--- src/rtl/mte_frame_decrypt_checker_out_slice.sv ---
// Single valid/ready register slice for the plaintext stream.
module mte_out_slice #(
  parameter int N = 8
) (
  input  logic         clock,
  input  logic         reset_n,
  input  logic         load_i,
  input  logic [N-1:0] data_i,
  input  logic         ready_i,
  output logic         valid_o,
  output logic [N-1:0] data_o,
  output logic         can_accept_o
);

  logic         valid_q, valid_d;
  logic [N-1:0] data_q, data_d;

  // Load has priority; otherwise a handoff empties the slice.
  always_comb begin
    valid_d = valid_q;
    data_d  = data_q;
    if (load_i) begin
      valid_d = 1'b1;
      data_d  = data_i;
    end else if (ready_i) begin
      valid_d = 1'b0;
    end else begin
      valid_d = valid_q;
    end
  end

  // Slice state register.
  always_ff @(posedge clock or negedge reset_n) begin
    if (!reset_n) begin
      valid_q <= 1'b0;
      data_q  <= {N{1'b0}};
    end else begin
      valid_q <= valid_d;
      data_q  <= data_d;
    end
  end

  assign valid_o      = valid_q;
  assign data_o       = data_q;
  assign can_accept_o = !valid_q || ready_i;

endmodule

--- config.mk ---
export PLATFORM = sky130hd
export DESIGN_NAME = mte_out_slice
export DESIGN_NICKNAME = d
export VERILOG_FILES = /design/src/rtl/mte_frame_decrypt_checker_out_slice.sv
export SDC_FILE = /design/constraint.sdc
export NUM_CORES = 1
export LEC_CHECK = 0
export ABC_CLOCK_PERIOD_IN_PS = 800
export BUFFER_PORTS_ARGS = -buffer_cell sky130_fd_sc_hd__buf_2
export CAP_MARGIN = 20
export CORE_AREA = 5 5 42 44
export CTS_CLUSTER_SIZE = 20
export DETAILED_ROUTE_END_ITERATION = 8
export DIE_AREA = 0 0 47 49
export GPL_ROUTABILITY_DRIVEN = 1
export HOLD_SLACK_MARGIN = 0.03
export SETUP_SLACK_MARGIN = 0.1
export SYNTH_ARGS = -nofsm -noshare
export SYNTH_HDL_FRONTEND = slang
export SYNTH_SLANG_ARGS = --single-unit
export TNS_END_PERCENT = 10
--- constraint.sdc ---
create_clock -name clock -period 0.8 [get_ports clock]
set_input_delay 0.16 -clock clock [delete_from_list [all_inputs] [get_ports clock]]
set_output_delay 0.16 -clock clock [all_outputs]
set_load 0.005 [all_outputs]
# After elaboration in Yosys (flattened, before gate mapping)
# Cells that the tools add are included.
[totals]
register_bits = 9
latchBits = 0
ram_bits = 0
rom_bits = 0
inputBits = 12
out_inout_bits = 10
word_cells = 7
memories = 0
[op_classes]
n_addsub = 0
multipliers = 0
div = 0
magnitude_cmp = 0
eq_ne = 0
shift = 0
n_mux = 2
bitwise = 0
reduce_logical = 3
[op_table]
columns = ["op", "count"]
rows = [
  ["$mux W1", 2],
  ["$reduce_bool A2 Y1", 1],
  ["$logic_not A1 Y1", 1],
  ["$logic_or A1 B1 Y1", 1],
]

# Longest topological paths before layout
[logic_depth]
ltp_word = 2
ltp_mapped = 2
mapped_depth_nobuf = 2

# Least setup slack after synthesis
# No wires, ideal clock.
[synth_path]
path_type = "flip-flop to flip-flop"
startpoint = "register, netlist name data_o[0]"
endpoint = "register data_q[0] (netlist: data_o[0])"
setup_time_ns = 0.125
t_arrival_ns = 0.623
required_time_ns = 0.675
path_slack_ns = 0.052
stages_incl_launch_ff = 2
path_buffers = 0
period_less_slack_ns = 0.748
cell_sequence = "dfrtp_1 mux2_4"
[synth_lines]
columns = ["element", "line_no", "source"]
rows = [
  ["end signal, assigned", "36", "data_q <= {N{1'b0}};"],
  ["end signal, assigned", "39", "data_q <= data_d;"],
  ["end, declared", "16", "logic [N-1:0] data_q, data_d;"],
]

# Worst setup path after layout
[layout_path]
startpoint = "register valid_q (netlist: valid_o)"
endpoint = "output can_accept_o"
[layout_between]
elab_chain_cells = 2
[layout_rtl]
columns = ["element", "line_no", "source"]
rows = [
  ["start, declared", "15", "logic valid_q, valid_d;"],
  ["start signal, assigned", "38", "valid_q <= valid_d;"],
  ["$logic_not A1 Y1", "45", "assign can_accept_o = !valid_q || ready_i;"],
  ["$logic_or A1 B1 Y1", "45", ""],
  ["end, declared", "12", "output logic can_accept_o"],
]
# No other way between the ends.

==> results.txt <==
drt initial violations: 2
ant diodes: 0
max incr delay on CP: 0.38 ns
slowest cell on the critical path: dfrtp_1
Max Slew Vio Count: 0
power density over cell area: 1930 mW/mm^2
vias in the first global route: 270
crit end category: primary output
register area: 225 um^2
layout filler cell count: 145
fraction of layout cells with a size suffix above 1: 72.3%
Max VDD drop: 0.607 mV
Port Buf Inserts: 21
clock buffer depth: 2
failing checks: setup timing
Min Clock Period, post-route: 0.992 ns
Post-Route WL: 743 um
fin crit share: 124%
worst-path cell chain: nand2b_1 -> buf_2
RSZ-0062 raised after global routing: true
Vias/cell: 4.13
Wirelength per Cell: 11.8 um
final worst slack: -0.192 ns
clk_lat worst skew: 0.25 ns
IO Count: 22
Setup Viol. Count Final: 11
HP Class: in2reg
Area Growth Syn to Fin: 45.8%
Startpoint Class: register
CP max FO: 2
DRC: 0
die span in x: 47 um
Core Area: 0.00140 mm^2
Syn Inst Count: 20
DR vias: 260
crit-path leading delay family: flip-flops
initial antenna violation count: 0
commonest non-fill, non-tap cell in the layout: buf_2
drt pass-1 iters: 2
full die area: 0.00230 mm^2
post-synthesis mux area share: 32.5%
Compound-Gate Fraction of Synth Area: 0%
adder-cell share of the synthesized area: 0%
clock root buffer: clkbuf_4
Layout Nets: 60
first-pass GRT wire length: 1250 um
largest net degree at the start of global routing: 10
Syn Nets: 32
Final Hold Viols: 0
synthesized area: 369 um^2
CP bufs+invs: 1
antenna viol nets, final: 0
CTS tree: done
register area share after synthesis: 61.0%
Final Power: 0.00104 W
area of the multi-input gates: 133 um^2
Least-Margin Pin Slew: 0.266 ns
Finished Core Util: 38.4%
Critical Path RT: 0.64 ns
post-route insts no fill: 63
Inst Count DP: 56
Initial Utilization: 26.3%
clock transition at the registers of the reported paths: 0.06 ns
clk_skew: 0 ns
CTS Sinks: 9
Die Y: 49 um
Syn Area/Cell: 18.5 um^2
gr usage total: 7.74%
HPWL Detailed: 589 um
number of cell rows: 14
combinational family with the most area after synthesis: multiplexers
synth unique cells: 4
H-Tree Level Count: 1
setup TNS: -1.22 ns
Slew headroom: 82.2%
leading cell types in the layout, fill and taps excluded: buf_2 (21), dfrtp_1 (9), mux2_4 (8), clkbuf_4 (3), nand2b_1 (2)
WS Path Type: reg2out
leakage power: 0.287 nW
Ys Warns: 0
status: finished with violations
Max-Cap Viols: 0
Synth Register Bits: 9
routability congestion estimate: 0.612
Achievable Freq: 1.01 GHz
Synth Area in XOR/XNOR: 0%
Num CTS Buffers: 3
post-synthesis simple-gate area fraction: 3.39%
Remaining Overflow, GRT: 0
Arr. time, crit path: 0.83 ns
[routing by layer]
metal  global-route usage (%)  vias to the layer above  routed length (um)
li1                         -                      124                   -
met1                     10.4                      121                 303
met2                     9.50                       13                 334
met3                     4.43                        2                  90
met4                     4.15                        0                  15
met5                        0                        -                   0
[area by class of cell]
class	count	share of cell area, %
clock buffer	4	4.88
multi-input combinational	10	24.7
sequential	9	41.9
tap	16	3.72
timing repair buffer	24	24.9
[kinds of logic (layout without fill, tap and decap cells)]
group,after synthesis,in the layout
buffers and inverters,1,28
DFF,9,9
muxes,8,8
and+or+nand+nor,2,2
[worst reg2reg max path: stages (launching register included)]
cell      delay, ns
dfrtp_1        0.38
nand2b_1       0.09
buf_4          0.11
buf_6          0.07
nand2b_1       0.04
[registers in the layout (all words and copies together), names as in the netlist]
name	cells
data_o	8
valid_o	1
[stage by stage]
stage               area, um^2  hold slack [ns]  worst slack [ns]
floorplan                  369           -0.136            0.0517
global placement           483           0.0191           -0.0613
detailed placement         483           0.0191           -0.0772
CTS                        527            0.127            -0.199
global route               538            0.130            -0.232
finish                     538            0.135            -0.192
[report_power, final]
| group | total [W] | switching, W | internal, W |
|---|---|---|---|
| combinational | 0.000187 | 0.0000620 | 0.000125 |
| sequential | 0.000523 | 0.0000230 | 0.000500 |
| clock | 0.000331 | 0.000140 | 0.000191 |
[synthesized netlist by cell type]
cell type  count  area, um^2
buf_6          1        11.3
mux2_4         8         120
dfrtp_1        9         225
nand2b_1       2        12.5
[path summary, 6_finish.rpt]
path | slack, ns | to | depth (start not counted) | startpoint
worst max register to register | 0 | valid_o$_DFFE_PN0P_ | 4 | valid_o$_DFFE_PN0P_
worst min-delay path | 0.14 | data_o[6]$_DFFE_PN0P_ | 2 | data_i[6]
worst min register to register | 0.51 | data_o[5]$_DFFE_PN0P_ | 1 | data_o[5]$_DFFE_PN0P_
worst max-delay path | -0.19 | can_accept_o | 2 | valid_o$_DFFE_PN0P_
max in group asynchronous | 0.34 | data_o[0]$_DFFE_PN0P_ | 2 | reset_n
min in group asynchronous | 0.28 | data_o[2]$_DFFE_PN0P_ | 2 | reset_n
[timing repair]
item                       in CTS  in global routing
gates resized for setup         0                  1
hold buffers                    1                  0
setup endpoints to repair      18                 19
cloned                          0                  0
hold endpoints to repair        9                  0
pin swaps                       0                  0
buffers inserted                1                  1
No activity file was read; power rests on OpenSTA's default activity.
